## config.mk

```make
export PLATFORM = sky130hd
export DESIGN_NAME = pc_redirect_unit
export DESIGN_NICKNAME = d
export VERILOG_FILES = /design/src/rtl/pc_redirect_pkg.sv /design/src/rtl/pc_redirect_unit_flush_timer.sv /design/src/rtl/pc_redirect_unit.sv
export SDC_FILE = /design/constraint.sdc
export NUM_CORES = 1
export LEC_CHECK = 0
export ABC_CLOCK_PERIOD_IN_PS = 3680
export CORE_MARGIN = 5
export CORE_UTILIZATION = 35
export CTS_CLUSTER_DIAMETER = 120
export DETAILED_ROUTE_END_ITERATION = 6
export PLACE_DENSITY = 0.73
export SLEW_MARGIN = 0
export SYNTH_ARGS = -nofsm -noshare
export SYNTH_HDL_FRONTEND = slang
export SYNTH_SLANG_ARGS = --single-unit
```

## constraint.sdc

```tcl
create_clock -name clk -period 3.68 [get_ports clk]
set_input_delay 0.368 -clock clk [delete_from_list [all_inputs] [get_ports clk]]
set_output_delay 0.368 -clock clk [all_outputs]
set_load 0.02 [all_outputs]
```

## src/rtl/pc_redirect_pkg.sv

```systemverilog
`default_nettype none
// ============================================================================
// Module      : pc_redirect_pkg
// Description : Shared types and constants for the PC redirect unit:
//               FSM state encoding, redirect-cause trace encoding, default
//               PC width / reset PC, bubble timer width and a saturating
//               16-bit increment helper.
// Revision    : 1.0 - initial release
// ============================================================================
package pc_redirect_pkg;

    localparam int          c_default_pc_w     = 16;
    localparam logic [15:0] c_default_reset_pc = 16'h0000;
    localparam int          c_timer_w          = 3;

    typedef enum logic [1:0] {
        ST_RUN    = 2'd0,
        ST_BUBBLE = 2'd1,
        ST_HALT   = 2'd2
    } state_t;

    // Why the PC left the sequential path; kept for trace/debug visibility.
    typedef enum logic [1:0] {
        CAUSE_NONE   = 2'd0,
        CAUSE_BRANCH = 2'd1,
        CAUSE_JUMP   = 2'd2
    } cause_t;

    // Jumps take precedence in the trace encoding when both enables are set.
    function automatic cause_t redirect_cause(input logic resolve_valid,
                                              input logic branch_en,
                                              input logic jump_en);
        cause_t w_c;
        w_c = CAUSE_NONE;
        if (resolve_valid) begin
            if (jump_en)        w_c = CAUSE_JUMP;
            else if (branch_en) w_c = CAUSE_BRANCH;
        end
        return w_c;
    endfunction

    function automatic logic [15:0] sat_inc16(input logic [15:0] v);
        return (v == 16'hFFFF) ? v : v + 16'd1;
    endfunction

endpackage : pc_redirect_pkg
`default_nettype wire

```

## src/rtl/pc_redirect_unit_flush_timer.sv

```systemverilog
`default_nettype none
// ============================================================================
// Module      : flush_timer
// Description : 3-bit loadable down-counter timing the fetch bubble after a
//               redirect. Load has priority over decrement; decrement stops
//               at zero.
// Ports       : clk, rst (async, active-high)
//               i_load / i_load_val : load the counter
//               i_dec               : decrement by one (floors at zero)
//               o_count             : current count
//               o_zero              : count is zero
// Revision    : 1.0 - initial release
// ============================================================================
module flush_timer
    import pc_redirect_pkg::*;
(
    input  logic                 clk,
    input  logic                 rst,
    input  logic                 i_load,
    input  logic [c_timer_w-1:0] i_load_val,
    input  logic                 i_dec,
    output logic [c_timer_w-1:0] o_count,
    output logic                 o_zero
);

    logic [c_timer_w-1:0] r_count;

    always_ff @(posedge clk or posedge rst) begin
        if (rst) begin
            r_count <= '0;
        end else if (i_load) begin
            r_count <= i_load_val;
        end else if (i_dec && (r_count != '0)) begin
            r_count <= r_count - c_timer_w'(1);
        end
    end

    assign o_count = r_count;
    assign o_zero  = (r_count == '0);

endmodule : flush_timer
`default_nettype wire

```

## src/rtl/pc_redirect_unit.sv

```systemverilog
`default_nettype none
// ============================================================================
// Module      : pc_redirect_unit
// Description : Owns the architectural fetch PC. Static predict-not-taken:
//               every resolved taken branch/jump redirects the PC, pulses
//               the IF/ID and ID/EX flushes for one cycle and inserts
//               FLUSH_CYCLES fetch bubbles. A decoded HALT freezes the PC
//               until reset.
// Config      : `define BRANCH_STATS_EN builds the saturating resolve and
//               redirect counters; otherwise br_count/redir_count read 0.
// Ports       : clk, rst (async, active-high)
//               stall, imem_ready, halt_dec       : pipeline status
//               resolve_valid, branch_en, jump_en,
//               target_pc                         : execute-stage resolution
//               pc_out, pc_plus2, fetch_valid     : fetch interface
//               flush_if_id, flush_id_ex          : squash strobes
//               halted, misalign_err              : sticky status
//               br_count, redir_count             : optional statistics
// Revision    : 1.0 - initial release
// ============================================================================
module pc_redirect_unit
    import pc_redirect_pkg::*;
#(
    parameter int              PC_W         = c_default_pc_w,
    parameter logic [PC_W-1:0] RESET_PC     = PC_W'(c_default_reset_pc),
    parameter int              FLUSH_CYCLES = 1
)(
    input  logic            clk,
    input  logic            rst,
    input  logic            stall,
    input  logic            imem_ready,
    input  logic            halt_dec,
    input  logic            resolve_valid,
    input  logic            branch_en,
    input  logic            jump_en,
    input  logic [PC_W-1:0] target_pc,
    output logic [PC_W-1:0] pc_out,
    output logic [PC_W-1:0] pc_plus2,
    output logic            fetch_valid,
    output logic            flush_if_id,
    output logic            flush_id_ex,
    output logic            halted,
    output logic            misalign_err,
    output logic [15:0]     br_count,
    output logic [15:0]     redir_count
);

    localparam logic [c_timer_w-1:0] c_flush_load = c_timer_w'(FLUSH_CYCLES);

    state_t                 r_state, w_state_next;
    logic [PC_W-1:0]        r_pc, w_pc_next;
    logic                   r_flush, w_flush_next;
    logic                   r_misalign, w_misalign_next;

    logic                   w_tmr_load, w_tmr_dec, w_tmr_zero;
    logic [c_timer_w-1:0]   w_tmr_count;

    cause_t                 w_cause;
    logic                   w_redirect;
    logic                   w_take_redirect;
    logic                   w_run_go;
    logic                   w_bubble_last;
    logic [PC_W-1:0]        w_pc_plus2;

    assign w_cause         = redirect_cause(resolve_valid, branch_en, jump_en);
    assign w_redirect      = (w_cause != CAUSE_NONE);
    // HALT is terminal: a redirect resolving after it must not move the PC.
    assign w_take_redirect = w_redirect && (r_state != ST_HALT);
    assign w_run_go        = imem_ready && !stall;
    assign w_pc_plus2      = r_pc + PC_W'(2);
    // The bubble ends on the cycle whose decrement brings the timer to zero,
    // giving exactly FLUSH_CYCLES non-fetching cycles.
    assign w_bubble_last   = w_tmr_zero || (w_tmr_count == c_timer_w'(1));

    flush_timer u_flush_timer (
        .clk        (clk),
        .rst        (rst),
        .i_load     (w_tmr_load),
        .i_load_val (c_flush_load),
        .i_dec      (w_tmr_dec),
        .o_count    (w_tmr_count),
        .o_zero     (w_tmr_zero)
    );

    always_ff @(posedge clk or posedge rst) begin
        if (rst) begin
            r_state    <= ST_RUN;
            r_pc       <= RESET_PC;
            r_flush    <= 1'b0;
            r_misalign <= 1'b0;
        end else begin
            r_state    <= w_state_next;
            r_pc       <= w_pc_next;
            r_flush    <= w_flush_next;
            r_misalign <= w_misalign_next;
        end
    end

    always_comb begin
        w_state_next    = r_state;
        w_pc_next       = r_pc;
        w_flush_next    = 1'b0;
        w_misalign_next = r_misalign;
        w_tmr_load      = 1'b0;
        w_tmr_dec       = 1'b0;

        // An older control-flow instruction in EX overrides anything the
        // younger IF/ID side is asking for, including a decoded HALT.
        if (w_take_redirect) begin
            w_pc_next       = {target_pc[PC_W-1:1], 1'b0};
            w_flush_next    = 1'b1;
            w_tmr_load      = 1'b1;
            w_state_next    = ST_BUBBLE;
            w_misalign_next = r_misalign | target_pc[0];
        end else begin
            case (r_state)
                ST_RUN: begin
                    if (w_run_go) begin
                        if (halt_dec) begin
                            w_state_next = ST_HALT;
                        end else begin
                            w_pc_next = w_pc_plus2;
                        end
                    end
                end
                ST_BUBBLE: begin
                    w_tmr_dec = 1'b1;
                    if (w_bubble_last) begin
                        w_state_next = ST_RUN;
                    end
                end
                ST_HALT: begin
                    w_state_next = ST_HALT;
                end
                default: begin
                    w_state_next = ST_RUN;
                end
            endcase
        end
    end

    assign pc_out       = r_pc;
    assign pc_plus2     = w_pc_plus2;
    // Reset gating keeps fetch_valid low while reset is asserted even though
    // the reset state is RUN.
    assign fetch_valid  = !rst && (r_state == ST_RUN) && w_run_go;
    assign flush_if_id  = r_flush;
    assign flush_id_ex  = r_flush;
    assign halted       = (r_state == ST_HALT);
    assign misalign_err = r_misalign;

`ifdef BRANCH_STATS_EN
    logic [15:0] r_br_count;
    logic [15:0] r_redir_count;

    always_ff @(posedge clk or posedge rst) begin
        if (rst) begin
            r_br_count    <= 16'h0000;
            r_redir_count <= 16'h0000;
        end else if (r_state != ST_HALT) begin
            if (resolve_valid) begin
                r_br_count <= sat_inc16(r_br_count);
            end
            if (w_redirect) begin
                r_redir_count <= sat_inc16(r_redir_count);
            end
        end
    end

    assign br_count    = r_br_count;
    assign redir_count = r_redir_count;
`else
    assign br_count    = 16'h0000;
    assign redir_count = 16'h0000;
`endif

endmodule : pc_redirect_unit
`default_nettype wire

```

-- Word level (Yosys, flattened, before mapping)
Cells that the tools add are included.
- bits in registers: 23
- input port bits: 24
- output and inout bits: 69
- add/sub/neg operators: 2
- equal/unequal tests: 8
- muxes and demuxes: 17
- bitwise logic cells: 1
- reductions and logical operators: 17
- operator list (cell ; number):
    $mux 16 ; 4
    $add 16x2->16 const B ; 1
    $mux 2 ; 6
    $ne 3x3->1 const B ; 3
    $reduce_bool 2->1 ; 4
    $mux 3 ; 2
    $pmux 2 s3 ; 1
    $reduce_and 3->1 ; 2
    $logic_and 1x1->1 ; 5
    $mux 1 ; 4
    $eq 3x1->1 const B ; 1
    $logic_not 3->1 ; 1
    $reduce_bool 3->1 ; 1
    $sub 3x1->3 const B ; 1
    $eq 2x1->1 const B ; 1
    $eq 2x2->1 const B ; 1
    $logic_not 1->1 ; 2
    $logic_not 2->1 ; 1
    $ne 2x1->1 const B ; 1
    $ne 2x2->1 const B ; 1
    $logic_or 1x1->1 ; 1
    $or 1x1->1 ; 1

-- Depth between registers and ports, before layout
Gate-level depths: netlist (run 1).
- word-level depth: 9
- depth in mapped cells: 6

-- Cells and area by module
From an unflattened synthesis (run 1), not the netlist that was laid out.
- cell total of the unflattened synthesis: 202
- area total of the unflattened synthesis: 1675.4 sq um
- modules (own cells, without submodules) (module ; instances ; cells each ; area an instance (sq um) ; seq. area each (sq um)):
    pc_redirect_unit ; 1 ; 182 ; 1481.4 ; 475.5
    flush_timer ; 1 ; 20 ; 193.9 ; 75.1

-- Worst setup path before layout (run 1)
No wires, ideal clock.
- path type: register to output
- from: register r_pc[5] (netlist: pc_out[5])
- to: output port pc_plus2[15]
- arrival: 1.704 ns
- slack: 1.608 ns
- stages on the path, launching flop included: 6
- cell sequence: dfrtp_1 clkbuf_1 nand4_1 nor2_1 nand2_1 xnor2_1
- longest elaborated chain between the ends: 1
- RTL lines (item ; line ; text):
    from (decl) ; pc_redirect_unit.sv:51 ; logic [PC_W-1:0] r_pc, w_pc_next;
    from (signal assigned) ; pc_redirect_unit.sv:93 ; r_pc <= w_pc_next;
    $add 16x2->16 ; pc_redirect_unit.sv:70 ; assign w_pc_plus2 = r_pc + PC_W'(2);
    to (decl) ; pc_redirect_unit.sv:38 ; output logic [PC_W-1:0] pc_plus2,
No other way between the ends.

-- Worst setup path after layout (run 1)
- from: register r_pc[1] (netlist: pc_out[1])
- to: output port pc_plus2[15]
Same word-level chain as after synthesis.

==> qor.log, run 1 <==
[layout] final instance area 2247 um2
[timing] pins over their slew limit 0
[synth] count of cell types in the netlist 36
[pwr] Design Power 1.010 mW
[min_path] hold worst-path end misalign_err
[floorplanning] starting density of the core 36.21%
[routing] length of the first detailed-routing pass in iterations 4
[synth] synthesis warning total 0
[synth] synthesized area divided by synthesized cell count 8.439 um2
[pwr] power spent charging and discharging nets 414.0 uW
[layout] Layout Nets 286
[worst_setup_path] crit path max fanout 7
[cts] hold-fix buffer count after cts 0
[timing] fraction of the cycle the final worst path needs 75.71%
[synth] Area contributors post-synth sky130_fd_sc_hd__dfrtp_1 (32%), sky130_fd_sc_hd__buf_4 (15%), sky130_fd_sc_hd__xnor2_1 (8.1%)
[placed_design] number of buffers added on ports 58
[global_routing] first-pass GRT wire length 6161 um
[routing] number of remaining DRC errors 0
[synth] share of synthesized registers carrying an async set or reset 100.0%
[cts] clock-pin slew on the worst setup and hold paths 0.08 ns
[cts] Worst-Skew Late Latency 0.26 ns
[pwr] switching share of total power 40.97%
[synth] register bit total from synthesis 22
[global_routing] total track usage 11.88%
[layout] total inserted antenna cells 0
[synth] cell type contributing the most total cell area after synthesis sky130_fd_sc_hd__dfrtp_1
[worst_setup_path] startpoint of the most critical register-to-register path r_state[1]
[synth] number of enable flip-flop cells after synthesis 0
[min_path] launch point of the worst hold path misalign_err
[worst_setup_path] type of element launching the critical path flop
[timing] total negative slack for setup checks 0 ns
[synth] most frequent cells after synthesis sky130_fd_sc_hd__buf_4 (35), sky130_fd_sc_hd__dfrtp_1 (22), sky130_fd_sc_hd__nand2_1 (21)
[pwr] pwr/cell area 449.7 nW/um2
[cts] number of buffers created by CTS 3
[worst_setup_path] CP Data Required Time 3.31 ns
[timing] Hold Vio Cnt, Final 0
[cts] H-tree levels 1
[placed_design] Placed Instance Area 2206 um2
[cts] number of buffers added for setup after CTS 0
[worst_setup_path] CP arrival 2.42 ns
[timing] highest clock rate 0.3589 GHz
[placed_design] detailed placer's ending HPWL 3151 um
[worst_setup_path] sort of element at the end of the critical path output port
[routing] final wirelength 3889 um
[layout] fraction of final layout cells with drive strength greater than 1 3.516%
[worst_setup_path] kind of critical path reg2out
[floorplanning] number of rows created at floorplan 25
[global_routing] maximum number of pins on one net before global-route repair 27
[worst_setup_path] internal reg-to-reg setup slack 1.47 ns
[timing] smallest setup slack after layout 0.8940 ns
[routing] number of violations reported at the end of detailed-routing iteration 0 70
[floorplanning] die width 80.14 um
[cts] root cell of the clock tree sky130_fd_sc_hd__clkbuf_8
[global_routing] number of global-route vias before repair 1341
[timing] Clock Skew 0.004859 ns
[layout] Synth-to-Final Area Change 30.52%
[timing] Worst Max-Slew Pin Slew 0.8442 ns
[synth] combined area of all synthesized cells 1722 um2
[synth] cell count after synthesis 204
[routing] Routed wire per std cell 12.04 um
[floorplanning] Top Ports 93
[worst_setup_path] number of cell instances on the worst register-to-register path 5
[worst_setup_path] worst flop-to-flop path endpoint pc_out[11]
[outcome] run status finished clean
[floorplanning] full die area 6422 um2
[synth] cell with the most instances after synthesis sky130_fd_sc_hd__buf_4
[synth] Post-synth top flop sky130_fd_sc_hd__dfrtp_1
[timing] number of setup violations in the final report 0
[global_routing] initial antenna violation count 0
[routing] mean number of vias per cell 4.365
[pwr] internal power summed over all cells 596.5 uW
[cts] number of instances resized during post-cts repair 0
[pwr] portion of total power attributed to the clock network 14.6%
[routing] post-route antenna net violation count 0
[min_path] Cells on Worst Hold Path 1
[min_path] Worst Hold Class reg2reg
[global_routing] total grt overflow 0
[job] MaxCap Viol Count 0
[placed_design] final RePlAce weighted congestion 0.7871
[synth] top cell type's share of synthesized area 31.98%
[cts] CTS tree done
[pwr] share of power burned in combinational logic 49.3%
[timing] setup repair after global routing missed its margin false
[timing] Min Clock Period, post-route 2.786 ns
[pwr] maximum ir drop on the vdd rail 0.0002516 V
[synth] fraction of the yosys area taken by sequential cells 31.98%
[pwr] Sequential Power Share 36.1%
[cts] Bufs on Longest Clock Path 2
[routing] via total after detailed routing 1410
[floorplanning] die boundary height 80.14 um
[floorplanning] CORE AREA 4755 um2
[timing] Relative slew margins 43.65%
[cts] sinks on the clock net 22
[pwr] leakage dissipation 0.9593 nW
[placed_design] worst setup timing slack at the placement stage 1.108 ns
## layout by cell type (no fill, tap or decap)
cell and count:
sky130_fd_sc_hd__o2bb2ai_1 1, sky130_fd_sc_hd__a211o_2 2, sky130_fd_sc_hd__and2_1 1, sky130_fd_sc_hd__ha_1 4
sky130_fd_sc_hd__nor2b_1 1, sky130_fd_sc_hd__and4_1 1, sky130_fd_sc_hd__nand2_1 21, sky130_fd_sc_hd__clkbuf_8 3
sky130_fd_sc_hd__o21a_1 2, sky130_fd_sc_hd__inv_1 14, sky130_fd_sc_hd__o21ai_0 12, sky130_fd_sc_hd__o21ai_2 1
sky130_fd_sc_hd__a21o_1 4, sky130_fd_sc_hd__a21oi_1 5, sky130_fd_sc_hd__conb_1 34, sky130_fd_sc_hd__nand4b_1 2
sky130_fd_sc_hd__a31oi_1 3, sky130_fd_sc_hd__or4b_4 1, sky130_fd_sc_hd__xnor2_1 16, sky130_fd_sc_hd__nor2_1 12
sky130_fd_sc_hd__nand2b_1 1, sky130_fd_sc_hd__xor2_1 5, sky130_fd_sc_hd__mux2i_1 1, sky130_fd_sc_hd__nand3_1 11
sky130_fd_sc_hd__nor4_4 2, sky130_fd_sc_hd__a311o_1 1, sky130_fd_sc_hd__o22ai_1 1, sky130_fd_sc_hd__nor3b_1 1
sky130_fd_sc_hd__and3_1 1, sky130_fd_sc_hd__nand4_1 5, sky130_fd_sc_hd__nor3_1 3, sky130_fd_sc_hd__nor4_1 3
sky130_fd_sc_hd__clkdlybuf4s50_1 58, sky130_fd_sc_hd__o21ai_1 1, sky130_fd_sc_hd__dfrtp_1 22
## power by group through the flow
stage / Clock (mW) / Combinational (mW) / Sequential [mW]
6_report: 0.148 / 0.498 / 0.365
5_1_grt: 0.162 / 0.542 / 0.378
4_1_cts: 0.153 / 0.503 / 0.365
3_5_place_dp: 0 / 0.502 / 0.370
3_3_place_gp: 0 / 0.495 / 0.368
2_1_floorplan: 0 / 0.332 / 0.379
## routing by layer
metal  global-route usage [%]  vias up  share of wire, %
met3                    3.027        2               7.6
li1                         -      719                 -
met1                    14.24      641                42
met2                    21.77       48                50
met5                        0        -                 0
met4                    1.520        0              0.21
## kinds of logic after synthesis
| logic type | after synthesis | share of synthesized area [%] |
|---|---|---|
| multiplexers | 1 | 0.5814 |
| buffers and inverters | 56 | 20.71 |
| adder cells (fa/ha/maj) | 4 | 2.907 |
| XOR/XNOR | 21 | 10.68 |
| flip-flops | 22 | 31.98 |
| AND/OR/NAND/NOR | 66 | 20.86 |
| AO/OA/AOI/OAI | 33 | 12.06 |
| other | 1 | 0.2178 |
## worst max path at each step
stage	start	endpoint	slack, ns	cells after the start
6_report	pc_out[1]	pc_plus2[15]	0.89	6
5_1_grt	pc_out[1]	pc_plus2[13]	0.67	6
4_1_cts	pc_out[1]	pc_plus2[13]	0.86	6
3_5_place_dp	jump_en	pc_out[11]	1.11	6
3_3_place_gp	pc_out[1]	pc_plus2[15]	1.15	6
2_1_floorplan	pc_out[5]	pc_plus2[15]	1.61	5
## worst max-delay path, stage by stage (launching register included)
cell and delay, ns:
sky130_fd_sc_hd__dfrtp_1 0.46, sky130_fd_sc_hd__ha_1 0.25, sky130_fd_sc_hd__nand3_1 0.29, sky130_fd_sc_hd__nor2_1 0.31, sky130_fd_sc_hd__nand2_1 0.10, sky130_fd_sc_hd__xnor2_1 0.13
sky130_fd_sc_hd__clkdlybuf4s50_1 0.62
## cell type report
cell class | instances | area, um2
fill | 492 | 2507
sequential | 22 | 550.5
clock buffer | 3 | 41.29
tap | 67 | 83.83
multi-input combinational | 159 | 938.4
inverter | 14 | 52.55
timing repair buffer | 58 | 580.6
## flip-flops by register name (all words and copies together) (netlist names)
register	cells
u_flush_timer.o_count	3
r_state	2
misalign_err	1
flush_id_ex	1
pc_out	15
## stage by stage
step                      util [%]  instances  hold slack [ns]
after floorplan                  -        237           0.3572
after global placement       46.39        320           0.4695
after detailed placement     46.39        320           0.4727
after CTS                    47.26        323           0.4903
after global routing         47.26        323           0.5258
final                        47.26        323           0.4782
Power figures use the tool's default switching activity.
==> run 2, diff against run 1 <==
--- a/config.mk
+++ b/config.mk
@@ -5,12 +5,12 @@
 export SDC_FILE = /design/constraint.sdc
 export NUM_CORES = 1
 export LEC_CHECK = 0
-export ABC_CLOCK_PERIOD_IN_PS = 3680
+export ABC_CLOCK_PERIOD_IN_PS = 2300
 export CORE_MARGIN = 5
 export CORE_UTILIZATION = 35
 export CTS_CLUSTER_DIAMETER = 120
 export DETAILED_ROUTE_END_ITERATION = 6
-export PLACE_DENSITY = 0.73
+export PLACE_DENSITY = 0.76
 export SLEW_MARGIN = 0
 export SYNTH_ARGS = -nofsm -noshare
 export SYNTH_HDL_FRONTEND = slang
==> constraint.sdc (replaced) <==
create_clock -name clk -period 2.3 [get_ports clk]
set_input_delay 0.23 -clock clk [delete_from_list [all_inputs] [get_ports clk]]
set_output_delay 0.23 -clock clk [all_outputs]
set_load 0.02 [all_outputs]
==> qor.log, run 2 (synthesized netlist as in run 1, its figures left out) <==
[cts] sinks on the clock net 22 [unchanged]
[layout] non-filler cells in the finished layout 339 [+5.0%]
[worst_setup_path] sort of element at the end of the critical path output port
[cts] H-tree levels 1 [unchanged]
[layout] area occupied by multi-input gates 943.4 um2 [+0.53%]
[layout] most frequent cells in the layout sky130_fd_sc_hd__clkdlybuf4s50_1 (47), sky130_fd_sc_hd__conb_1 (34), sky130_fd_sc_hd__nand2_1 (21), sky130_fd_sc_hd__dfrtp_1 (21), sky130_fd_sc_hd__xnor2_1 (16)
[placed_design] number of buffers added on ports 58 [unchanged]
[pwr] switching share of total power 38.53% [-2.4 points]
[pwr] maximum ir drop on the vdd rail 0.0002765 V [+9.9%]
[pwr] power spent charging and discharging nets 689.9 uW [+67%]
[timing] highest clock rate 0.4540 GHz
[timing] pins over their slew limit 0 [unchanged]
[timing] fraction of the cycle the final worst path needs 95.78%
[cts] hold-fix buffer count after cts 0 [unchanged]
[layout] fraction of final layout cells with drive strength greater than 1 10.29% [+6.8 points]
[floorplanning] number of rows created at floorplan 25 [unchanged]
[routing] number of remaining DRC errors 0 [unchanged]
[routing] post-route antenna net violation count 0 [unchanged]
[cts] number of buffers created by CTS 3 [unchanged]
[timing] Clock Skew 0.001027 ns [-0.003832 ns]
[layout] final instance area 2401 um2 [+6.8%]
[routing] number of violations reported at the end of detailed-routing iteration 0 71 [+1.4%]
[global_routing] initial antenna violation count 0 [unchanged]
[pwr] leakage dissipation 1.105 nW [+15%]
[timing] number of setup violations in the final report 0 [unchanged]
[layout] most common library cell in the layout ignoring fill and taps sky130_fd_sc_hd__clkdlybuf4s50_1
[pwr] portion of total power attributed to the clock network 20.1% [+5.5 points]
[routing] via total after detailed routing 1516 [+7.5%]
[placed_design] detailed placer's ending HPWL 3408 um [+8.2%]
[global_routing] total grt overflow 0 [unchanged]
[pwr] share of power burned in combinational logic 49.4% [about the same]
[global_routing] number of global-route vias before repair 1469 [+9.5%]
[floorplanning] full die area 6422 um2 [unchanged]
[layout] Layout Nets 301 [+5.2%]
[worst_setup_path] type of element launching the critical path flop
[global_routing] maximum number of pins on one net before global-route repair 23 [-15%]
[layout] number of flip-flops under the largest register name 15 [unchanged]
[cts] root cell of the clock tree sky130_fd_sc_hd__clkbuf_8
[cts] CTS tree done
[layout] total of fill cells in the finished design 464 [-5.7%]
[cts] Bufs on Longest Clock Path 2 [unchanged]
[global_routing] total track usage 12.79% [+0.90 points]
[floorplanning] die boundary height 80.14 um [unchanged]
[timing] Hold Vio Cnt, Final 0 [unchanged]
[pwr] pwr/cell area 745.8 nW/um2 [+66%]
[global_routing] first-pass GRT wire length 6651 um [+8.0%]
[floorplanning] starting density of the core 36.21% [unchanged]
[placed_design] number of placed cells counting well taps 333 [+4.1%]
[pwr] internal power summed over all cells 1.101 mW [+85%]
[placed_design] final RePlAce weighted congestion 0.8111 [+3.0%]
[pwr] Sequential Power Share 30.5% [-5.6 points]
[floorplanning] Top Ports 93 [unchanged]
[timing] Min Clock Period, post-route 2.203 ns
[floorplanning] die width 80.14 um [unchanged]
[worst_setup_path] CP Data Required Time 2.07 ns [-1.24 ns]
[timing] Worst Max-Slew Pin Slew 0.5190 ns [-0.3252 ns]
[layout] total inserted antenna cells 0 [unchanged]
[layout] Synth-to-Final Area Change 39.46%
[worst_setup_path] crit path max fanout 5 [-2]
[timing] setup repair after global routing missed its margin false
[layout] Sequential Area 551.8 um2 [+0.23%]
[timing] total negative slack for setup checks 0 ns [unchanged]
[floorplanning] CORE AREA 4755 um2 [unchanged]
[timing] Relative slew margins 65.29% [+22 points]
[worst_setup_path] CP arrival 1.97 ns [-0.45 ns]
[routing] mean number of vias per cell 4.472 [+2.4%]
[outcome] run status finished clean
[min_path] Worst Hold Class in2async
[worst_setup_path] kind of critical path reg2out
[cts] Worst-Skew Late Latency 0.26 ns [about the same]
[job] MaxCap Viol Count 0 [unchanged]
[routing] final wirelength 4204 um [+8.1%]
[placed_design] Placed Instance Area 2303 um2 [+4.4%]
[routing] Routed wire per std cell 12.40 um [+3.0%]
[cts] clock-pin slew on the worst setup and hold paths 0.08 ns [about the same]
[routing] length of the first detailed-routing pass in iterations 4 [unchanged]
[run 2: changes by cell type in the layout (fill, tap and decap cells not counted), sizes merged]
cell and change:
buf +15, clkdlybuf4s50 -11, dlygate4sd2 +6, dlymetal6s2s +5
bufinv +1
[run 2: stage by stage]
step,hold slack (ns),utilization (%),worst slack (ns),power [mW]
final,0.3361,50.50,0.09717,1.791
after global placement,0.4425,48.45,0.1242,1.434
after detailed placement,0.4469,48.45,0.06305,1.457
after CTS,0.3418,50.18,0.01253,1.818
after floorplan,0.2192,-,0.3657,1.136
after global routing,0.3690,50.50,0.03122,1.910
[run 2: what timing repair did]
action                     4_1_cts  5_1_grt
setup endpoints to repair       11        5
gates resized for setup          8        6
pin swaps                        1        0
buffers inserted                 2        0
[run 2: worst max-delay path, stage by stage (launching register included)]
cell and delay [ns]:
sky130_fd_sc_hd__dfrtp_1 0.43, sky130_fd_sc_hd__ha_1 0.23, sky130_fd_sc_hd__nand3_1 0.17, sky130_fd_sc_hd__buf_4 0.21
sky130_fd_sc_hd__nor2_1 0.13, sky130_fd_sc_hd__xor2_1 0.18, sky130_fd_sc_hd__dlygate4sd2_1 0.37
[run 2: final cells by class]
cell class                      count  area share, %
Sequential cell                    22          22.98
Timing Repair Buffer               73          29.08
Clock inverter                      1          1.251
Tap cell                           67          3.491
Inverter                           14          2.189
Clock buffer                        3          1.720
Multi-Input combinational cell    159          39.29
[run 2: power groups by stage]
| stage | registers, mW | logic (mW) | clock network [mW] |
|---|---|---|---|
| after detailed placement | 0.552 | 0.905 | 0 |
| after global routing | 0.560 | 0.963 | 0.387 |
| after global placement | 0.547 | 0.887 | 0 |
| after floorplan | 0.606 | 0.530 | 0 |
| after CTS | 0.547 | 0.894 | 0.377 |
| final | 0.546 | 0.884 | 0.360 |
[run 2: metal layers]
metal | GRT usage (%) | part of all wire [%] | up-vias
met3 | 1.794 | 6.9 | 2
met1 | 15.36 | 41 | 712
li1 | - | - | 751
met5 | 0 | 0 | -
met2 | 24.01 | 52 | 51
met4 | 2.534 | 0.19 | 0
[run 2: final timing paths]
kind | startpoint | end | slack (ns) | depth (start not counted)
worst max-delay path | pc_out[2] | pc_plus2[7] | 0.1 | 6
worst min-delay path | rst | pc_out[2] | 0.34 | 3
worst max register to register | r_state[1] | pc_out[11] | 0.32 | 4
worst min register to register | misalign_err | misalign_err | 0.47 | 1
max in group asynchronous | rst | pc_out[1] | 1.72 | 3
min in group clk | misalign_err | misalign_err | 0.47 | 1
==> run 3, diff against run 2 <==
--- a/config.mk
+++ b/config.mk
@@ -5,13 +5,14 @@
 export SDC_FILE = /design/constraint.sdc
 export NUM_CORES = 1
 export LEC_CHECK = 0
-export ABC_CLOCK_PERIOD_IN_PS = 2300
+export ABC_CLOCK_PERIOD_IN_PS = 2700
 export CORE_MARGIN = 5
 export CORE_UTILIZATION = 35
 export CTS_CLUSTER_DIAMETER = 120
 export DETAILED_ROUTE_END_ITERATION = 6
-export PLACE_DENSITY = 0.76
+export PLACE_DENSITY = 0.73
 export SLEW_MARGIN = 0
 export SYNTH_ARGS = -nofsm -noshare
 export SYNTH_HDL_FRONTEND = slang
 export SYNTH_SLANG_ARGS = --single-unit
+export TNS_END_PERCENT = 5
==> constraint.sdc (replaced) <==
create_clock -name clk -period 2.7 [get_ports clk]
set_input_delay 0.27 -clock clk [delete_from_list [all_inputs] [get_ports clk]]
set_output_delay 0.27 -clock clk [all_outputs]
set_load 0.02 [all_outputs]
==> qor.log, run 3 (synthesized netlist as in run 1, its figures left out) <==
[placed_design] number of placed cells counting well taps 323 [-3.0%]
[layout] Synth-to-Final Area Change 33.72%
[worst_setup_path] kind of critical path reg2out
[placed_design] number of buffers added on ports 58 [unchanged]
[cts] clock-pin slew on the worst setup and hold paths 0.09 ns [about the same]
[timing] Min Clock Period, post-route 2.543 ns
[timing] fraction of the cycle the final worst path needs 94.18%
[floorplanning] CORE AREA 4755 um2 [unchanged]
[layout] most common library cell in the layout ignoring fill and taps sky130_fd_sc_hd__clkdlybuf4s50_1
[layout] non-filler cells in the finished layout 327 [-3.5%]
[cts] H-tree levels 1 [unchanged]
[routing] via total after detailed routing 1462 [-3.6%]
[pwr] pwr/cell area 653.1 nW/um2 [-12%]
[layout] most frequent cells in the layout sky130_fd_sc_hd__clkdlybuf4s50_1 (58), sky130_fd_sc_hd__conb_1 (34), sky130_fd_sc_hd__dfrtp_1 (22), sky130_fd_sc_hd__nand2_1 (21), sky130_fd_sc_hd__xnor2_1 (16)
[cts] sinks on the clock net 22 [unchanged]
[worst_setup_path] CP Data Required Time 2.43 ns [+0.36 ns]
[placed_design] Placed Instance Area 2228 um2 [-3.3%]
[pwr] switching share of total power 39.12% [+0.60 points]
[pwr] share of power burned in combinational logic 45.7% [-3.7 points]
[cts] Bufs on Longest Clock Path 2 [unchanged]
[routing] number of remaining DRC errors 0 [unchanged]
[timing] setup repair after global routing missed its margin true
[timing] Hold Vio Cnt, Final 0 [unchanged]
[routing] mean number of vias per cell 4.471 [about the same]
[layout] Layout Nets 289 [-4.0%]
[layout] Sequential Area 550.5 um2 [-0.23%]
[worst_setup_path] type of element launching the critical path flop
[cts] Worst-Skew Late Latency 0.27 ns [about the same]
[global_routing] first-pass GRT wire length 6506 um [-2.2%]
[routing] final wirelength 4089 um [-2.7%]
[timing] Worst Max-Slew Pin Slew 0.8818 ns [+0.3628 ns]
[global_routing] total grt overflow 0 [unchanged]
[global_routing] initial antenna violation count 0 [unchanged]
[worst_setup_path] sort of element at the end of the critical path output port
[floorplanning] number of rows created at floorplan 25 [unchanged]
[global_routing] maximum number of pins on one net before global-route repair 23 [unchanged]
[timing] pins over their slew limit 0 [unchanged]
[timing] Relative slew margins 41.15% [-24 points]
[floorplanning] die width 80.14 um [unchanged]
[cts] number of buffers added for setup after CTS 0 [-2]
[worst_setup_path] crit path max fanout 7 [+2]
[timing] Clock Skew 0.01259 ns [+0.01157 ns]
[global_routing] total track usage 12.76% [-0.030 points]
[floorplanning] full die area 6422 um2 [unchanged]
[pwr] portion of total power attributed to the clock network 21.1% [+1.0 points]
[timing] total negative slack for setup checks 0 ns [unchanged]
[pwr] internal power summed over all cells 915.4 uW [-17%]
[min_path] Worst Hold Class reg2reg
[job] MaxCap Viol Count 0 [unchanged]
[timing] number of setup violations in the final report 0 [unchanged]
[routing] length of the first detailed-routing pass in iterations 6 [+2]
[pwr] leakage dissipation 0.9871 nW [-11%]
[cts] hold-fix buffer count after cts 0 [unchanged]
[routing] number of violations reported at the end of detailed-routing iteration 0 85 [+20%]
[pwr] maximum ir drop on the vdd rail 0.0003108 V [+12%]
[layout] fraction of final layout cells with drive strength greater than 1 5.385% [-4.9 points]
[cts] CTS tree done
[floorplanning] die boundary height 80.14 um [unchanged]
[placed_design] final RePlAce weighted congestion 0.7802 [-3.8%]
[pwr] power spent charging and discharging nets 588.3 uW [-15%]
[layout] total inserted antenna cells 0 [unchanged]
[timing] highest clock rate 0.3933 GHz
[floorplanning] Top Ports 93 [unchanged]
[layout] number of flip-flops under the largest register name 15 [unchanged]
[cts] number of buffers created by CTS 3 [unchanged]
[layout] total of fill cells in the finished design 489 [+5.4%]
[cts] root cell of the clock tree sky130_fd_sc_hd__clkbuf_8
[floorplanning] starting density of the core 36.21% [unchanged]
[routing] post-route antenna net violation count 0 [unchanged]
[layout] final instance area 2302 um2 [-4.1%]
[layout] area occupied by multi-input gates 940.9 um2 [-0.27%]
[routing] Routed wire per std cell 12.50 um [+0.83%]
[global_routing] number of global-route vias before repair 1381 [-6.0%]
[worst_setup_path] CP arrival 2.27 ns [+0.30 ns]
[outcome] run status finished clean
[placed_design] detailed placer's ending HPWL 3258 um [-4.4%]
[pwr] Sequential Power Share 33.2% [+2.7 points]
-- run 3: through the flow --
stage | utilization [%] | worst slack, ns | power, mW | hold WS [ns]
2_1_floorplan | - | 0.7257 | 0.9678 | 0.2592
3_3_place_gp | 46.87 | 0.3879 | 1.181 | 0.4423
3_5_place_dp | 46.87 | 0.3725 | 1.198 | 0.4490
4_1_cts | 48.37 | 0.1015 | 1.521 | 0.4681
5_1_grt | 48.42 | -0.005393 | 1.605 | 0.4959
6_report | 48.42 | 0.1572 | 1.504 | 0.4596
-- run 3: metal layers --
layer	up-vias	part of all wire, %	track usage [%]
met5	-	0	0
met4	0	0	1.520
met3	0	8.1	3.363
met2	61	51	23.51
met1	676	41	15.13
li1	725	-	-
-- run 3: what timing repair did --
item                                    in CTS  in global routing
endpoints found under the setup margin       0                  3
hold endpoints to repair                     0                  0
gates resized for setup                      0                  1
-- run 3: worst paths after layout --
kind | cells after the start | slack (ns) | startpoint | endpoint
setup / recovery | 5 | 0.16 | pc_out[5] | pc_plus2[10]
hold / removal | 1 | 0.46 | misalign_err | misalign_err
setup reg to reg | 4 | 0.64 | r_state[0] | pc_out[11]
hold reg to reg | 1 | 0.46 | misalign_err | misalign_err
max in group asynchronous | 2 | 1.64 | rst | pc_out[9]
min in group asynchronous | 2 | 0.51 | rst | pc_out[7]
-- run 3: worst max-delay path, cell delays in order, from the launching register on --
cell                              delay [ns]
sky130_fd_sc_hd__dfrtp_1                0.49
sky130_fd_sc_hd__nand4_1                0.35
sky130_fd_sc_hd__nor2_1                 0.26
sky130_fd_sc_hd__nand2_1                0.09
sky130_fd_sc_hd__xnor2_1                0.18
sky130_fd_sc_hd__clkdlybuf4s50_1        0.63
-- run 3: layout make-up --
type                    instances  share of cell area [%]
multi-input cells             159                   40.87
repair buffers                 61                   26.20
flip-flops and latches         22                   23.91
well taps                      67                   3.641
inverters                      14                   2.283
clock buffers                   3                   1.793
clock inverters                 1                   1.304
-- run 3: power by group through the flow --
stage | registers [mW] | clock network, mW | logic [mW]
2_1_floorplan | 0.516 | 0 | 0.452
4_1_cts | 0.499 | 0.327 | 0.694
5_1_grt | 0.515 | 0.338 | 0.752
6_report | 0.499 | 0.317 | 0.687
3_3_place_gp | 0.502 | 0 | 0.679
3_5_place_dp | 0.505 | 0 | 0.693
